### src/rtl/apb_master_bridge_pkg.sv
// Shared types and default address window for the APB master bridge.
package apb_master_bridge_pkg;

   typedef enum logic [1:0] {
      IDLE   = 2'd0,
      SETUP  = 2'd1,
      ACCESS = 2'd2,
      RESP   = 2'd3
   } state_e;

   // Peripheral window: UART base through end of the DEBUG region
   localparam logic [31:0] WIN_START_DEFAULT = 32'h1A10_0000;
   localparam logic [31:0] WIN_END_DEFAULT   = 32'h1A11_7FFF;

endpackage

### src/rtl/apb_timeout_counter.sv
// Counts ACCESS cycles without pready; flags expiry one cycle before the limit is reached.
module apb_timeout_counter #(
   parameter int unsigned TIMEOUT_CYCLES = 255
) (
   input  logic clk,
   input  logic rst,
   input  logic clear,
   input  logic enable,
   output logic expired
);

   localparam int unsigned CNT_W = (TIMEOUT_CYCLES == 0) ? 1 : $clog2(TIMEOUT_CYCLES + 1);
   localparam int unsigned LIMIT = (TIMEOUT_CYCLES == 0) ? 0 : TIMEOUT_CYCLES - 1;

   logic [CNT_W-1:0] cnt;

   assign expired = (TIMEOUT_CYCLES != 0) && (cnt == CNT_W'(LIMIT));

   // Saturating so a disabled timeout never wraps
   always_ff @(posedge clk) begin
      if (rst || clear) begin
         cnt <= '0;
      end else if (enable && !expired && (cnt != '1)) begin
         cnt <= cnt + CNT_W'(1);
      end
   end

endmodule

### src/rtl/apb_master_bridge.sv
// Converts a single-outstanding req/gnt/rvalid interface into APB3 SETUP/ACCESS transfers
// with address-window checking and a pready timeout.
module apb_master_bridge
   import apb_master_bridge_pkg::*;
#(
   parameter int unsigned APB_ADDR_WIDTH = 32,
   parameter int unsigned APB_DATA_WIDTH = 32,
   parameter logic [31:0] WIN_START      = WIN_START_DEFAULT,
   parameter logic [31:0] WIN_END        = WIN_END_DEFAULT,
   parameter int unsigned TIMEOUT_CYCLES = 255
) (
   input  logic                      clk,
   input  logic                      rst,
   input  logic                      req_i,
   input  logic [31:0]               addr_i,
   input  logic                      we_i,
   input  logic [APB_DATA_WIDTH-1:0] wdata_i,
   output logic                      gnt_o,
   output logic                      rvalid_o,
   output logic [APB_DATA_WIDTH-1:0] rdata_o,
   output logic                      err_o,
   output logic [APB_ADDR_WIDTH-1:0] apb_paddr,
   output logic [APB_DATA_WIDTH-1:0] apb_pwdata,
   output logic                      apb_pwrite,
   output logic                      apb_psel,
   output logic                      apb_penable,
   input  logic [APB_DATA_WIDTH-1:0] apb_prdata,
   input  logic                      apb_pready,
   input  logic                      apb_pslverr
);

   state_e state;
   logic   in_win;
   logic   expired;

   assign in_win = (addr_i >= WIN_START) && (addr_i <= WIN_END);
   assign gnt_o  = req_i && (state == IDLE);

   apb_timeout_counter #(
      .TIMEOUT_CYCLES (TIMEOUT_CYCLES)
   ) u_timeout (
      .clk     (clk),
      .rst     (rst),
      .clear   (state == SETUP),
      .enable  ((state == ACCESS) && !apb_pready),
      .expired (expired)
   );

   // Transfer sequencer; APB and response outputs are registered on state entry
   always_ff @(posedge clk) begin
      if (rst) begin
         state       <= IDLE;
         apb_paddr   <= '0;
         apb_pwdata  <= '0;
         apb_pwrite  <= 1'b0;
         apb_psel    <= 1'b0;
         apb_penable <= 1'b0;
         rvalid_o    <= 1'b0;
         rdata_o     <= '0;
         err_o       <= 1'b0;
      end else begin
         case (state)
            IDLE: begin
               rvalid_o <= 1'b0;
               rdata_o  <= '0;
               err_o    <= 1'b0;
               if (req_i) begin
                  if (in_win) begin
                     apb_paddr  <= addr_i[APB_ADDR_WIDTH-1:0];
                     apb_pwdata <= wdata_i;
                     apb_pwrite <= we_i;
                     apb_psel   <= 1'b1;
                     state      <= SETUP;
                  end else begin
                     rvalid_o <= 1'b1;
                     err_o    <= 1'b1;
                     state    <= RESP;
                  end
               end
            end
            SETUP: begin
               apb_penable <= 1'b1;
               state       <= ACCESS;
            end
            ACCESS: begin
               // pready takes priority over a coincident timeout
               if (apb_pready) begin
                  apb_psel    <= 1'b0;
                  apb_penable <= 1'b0;
                  rvalid_o    <= 1'b1;
                  err_o       <= apb_pslverr;
                  rdata_o     <= apb_pwrite ? '0 : apb_prdata;
                  state       <= RESP;
               end else if (expired) begin
                  apb_psel    <= 1'b0;
                  apb_penable <= 1'b0;
                  rvalid_o    <= 1'b1;
                  err_o       <= 1'b1;
                  rdata_o     <= '0;
                  state       <= RESP;
               end
            end
            RESP: begin
               rvalid_o <= 1'b0;
               rdata_o  <= '0;
               err_o    <= 1'b0;
               state    <= IDLE;
            end
            default: state <= IDLE;
         endcase
      end
   end

endmodule

### config.mk
export PLATFORM = sky130hd
export DESIGN_NAME = apb_master_bridge
export DESIGN_NICKNAME = d
export VERILOG_FILES = /design/src/rtl/apb_master_bridge_pkg.sv /design/src/rtl/apb_timeout_counter.sv /design/src/rtl/apb_master_bridge.sv
export SDC_FILE = /design/constraint.sdc
export NUM_CORES = 1
export LEC_CHECK = 0
export ABC_AREA = 0
export BUFFER_PORTS_ARGS = -buffer_cell sky130_fd_sc_hd__buf_2
export CAP_MARGIN = 40
export CORE_ASPECT_RATIO = 1.25
export CORE_MARGIN = 2
export CORE_UTILIZATION = 45
export CTS_CLUSTER_DIAMETER = 50
export DETAILED_ROUTE_END_ITERATION = 10
export PLACE_DENSITY_LB_ADDON = 0.15
export SLEW_MARGIN = 20
export SYNTH_ARGS = -nofsm -noshare
export SYNTH_HDL_FRONTEND = slang
export SYNTH_SLANG_ARGS = --single-unit
### constraint.sdc
create_clock -name clk -period 4.56 [get_ports clk]
set_clock_uncertainty 0.15 [all_clocks]
set_input_delay 0.684 -clock clk [delete_from_list [all_inputs] [get_ports clk]]
set_output_delay 0.684 -clock clk [all_outputs]
set_load 0.02 [all_outputs]
==> out/metrics.csv <==
metric,value,unit
synth-edff-count,0,
syn-num-nets,627,
fin_ws,1.939,ns
cts.sinks,111,
syn_inst,517,
critical_path.startpoint,addr_i[19],
worstPathMaxFanout,47,
worstSetupPathType,input port to flip-flop,
cts_buffers,9,
grt_use_met3,5.588,%
drc,0,
core_area,10620,um2
drive_gt1_share,32.95,%
vias,4378,
stdcell_area,6259,um2
grtUsageMet2,35.60,%
tns,0,ns
h-tree-depth,3,
path_clk_slew,0.07,ns
max_cap_violations,0,
irDropWorstVdd,0.0002920,V
start_util,46.43,%
power_density,402.7,nW/um2
hold_path.startpoint,apb_pwdata[25],
syn-cell-area,4928,um2
p_leak,2.721,nW
max_freq,0.3815,GHz
grt_first_pass_wirelength,20.38,mm
holdWs,0.3192,ns
worstSetupStartpointType,input port,
p_total,2.520,mW
hold_viol,0,
status,"complete, no violations",
fp.dieW,97.61,um
clk_latency,0.34,ns
nets,808,
setup_viol,0,
area_delta_synth_final,26.99,%
synth-main-ff-cell,dfxtp_1,
maxSlewViolCount,0,
crit_required,4.68,ns
hold_path_class,flip-flop to flip-flop,
ctsResizeCount,0,
die-area,11810,um2
cts_tree,built,
grt_max_degree,86,
arrival,2.74,ns
drtIter0Drc,108,
drt-pass1-iter-count,4,
dp_hpwl,9.079,mm
fin_crit_sh,57.49,%
end_kind,flip-flop,
pre_cts_ws,1.604,ns
ioPinCount,204,
cts.path.max_buffers,2,
drt-wirelength-per-cell,15.01,um
grt-busiest-layer,met2,
viasPerCell,5.249,
async_flop_share,0,%
rows,42,
ctsHoldBuffers,0,
yosysUniqueCellTypes,43,
synth_warnings,0,
ys_ff_latch,111,
fp.dieH,121.0,um
slew_headroom,53.25,%
drtAntennaViolNets,0,
timing.rr.start,state[0],
routed_wl,12.52,mm
cts_setup_buffers,0,
antenna_found_initial,1,
grt_pass1_vias,4305,
worst_pin_slew,0.6836,ns
portBuffers,203,
grt_use_met1,25.25,%
gp_congestion,0.8093,
rsz0062_at_grt,no,
ys_seq_area_share,45.09,%
grt_overflow,0,
clk_root_buffer_cell,clkbuf_16,
syn_area_per_cell,9.533,um2
placed_cell_area,6002,um2
grtUsageTotal,21.01,%
fin_crit,2.621,ns
[cells by family after synthesis]
| family | after synthesis | share of synthesized area (%) |
|---|---|---|
| mux | 51 | 10.36 |
| simple gates | 200 | 25.24 |
| buf+inv | 46 | 5.027 |
| compound gates | 95 | 11.20 |
| fa+ha+maj | 8 | 2.031 |
| flops | 111 | 45.09 |
| xor+xnor | 6 | 1.066 |
[metal layers]
layer / part of all wire, % / vias to the layer above
met5: 0 / -
met4: 2.6 / 0
met3: 7.2 / 21
met2: 49 / 163
met1: 41 / 2022
li1: - / 2172
[cells in the mapped netlist, types with 3 or more instances]
master      n  area (um2)
nand3_1     3       15.01
o21a_1      5       37.54
nor3b_1    11       82.58
dfxtp_1   111        2222
o21ba_1     4       40.04
nor2_1     14       52.55
o211ai_1    6       45.04
ha_1        8       100.1
buf_12      3       60.06
nor2b_1     5       31.28
clkbuf_1   34       127.6
nand4_1    38       237.7
o21ai_0    34       170.2
nor3_1      5       25.02
nand2b_1  103       644.4
inv_1       5       18.77
xor2_1      5       43.79
a21oi_1    37       185.2
nand2_1     7       26.28
mux2i_1    51       510.5
[metrics by stage]
step | cells | utilization (%)
2_1_floorplan | 517 | -
3_3_place_gp | 815 | 55.86
3_5_place_dp | 819 | 56.54
4_1_cts | 833 | 58.93
5_1_grt | 834 | 58.96
6_report | 834 | 58.96
[final cells by class]
| cell class | instances | area, um2 |
|---|---|---|
| clock buffers | 10 | 229.0 |
| well taps | 132 | 165.2 |
| inverters | 5 | 18.77 |
| diodes | 1 | 2.502 |
| multi-input cells | 360 | 2475 |
| clock inverters | 4 | 25.02 |
| repair buffers | 211 | 1121 |
| fillers | 951 | 4357 |
| flip-flops and latches | 111 | 2222 |
[flip-flops by register name (all words and copies together) (netlist names)]
register,cells
apb_paddr,32
apb_pwdata,32
rdata_o,32
u_timeout.cnt,8
state,2
apb_penable,1
apb_psel,1
apb_pwrite,1
err_o,1
rvalid_o,1
[layout by cell type, fill, tap and decap left out, types with 3 or more instances in the layout]
| cell type | count |
|---|---|
| nand3_1 | 3 |
| o21ai_0 | 34 |
| inv_1 | 5 |
| clkbuf_16 | 9 |
| nor3b_1 | 11 |
| nand2b_1 | 103 |
| o21a_1 | 5 |
| dfxtp_1 | 111 |
| nand2_1 | 7 |
| nand4_1 | 38 |
| nor2b_1 | 4 |
| nor3_1 | 5 |
| a21oi_1 | 37 |
| nor2_1 | 13 |
| o21ba_1 | 4 |
| buf_2 | 202 |
| mux2i_1 | 51 |
| ha_1 | 8 |
| buf_4 | 5 |
| xor2_1 | 5 |
| buf_8 | 3 |
| o211ai_1 | 6 |
[path summary, 6_finish.rpt]
kind / end / slack, ns / depth (start not counted)
worst max register to register: rdata_o[30] / 2.01 / 7
worst min register to register: apb_pwdata[25] / 0.32 / 2
worst max-delay path: apb_pwdata[31] / 1.94 / 6
worst min-delay path: apb_pwdata[25] / 0.32 / 2
[worst max-delay path: stages]
cell      delay [ns]
buf_2           0.09
nor4b_1         0.47
nand4_1         0.31
a211oi_4        0.29
buf_4           0.59
mux2i_1         0.27
[power by group]
part	internal, mW	switching [mW]	leakage (nW)
Combinational	0.261	0.479	1.70
Sequential	1.04	0.0383	0.897
Clock	0.363	0.341	0.120
No activity file was read; power rests on OpenSTA's default activity.
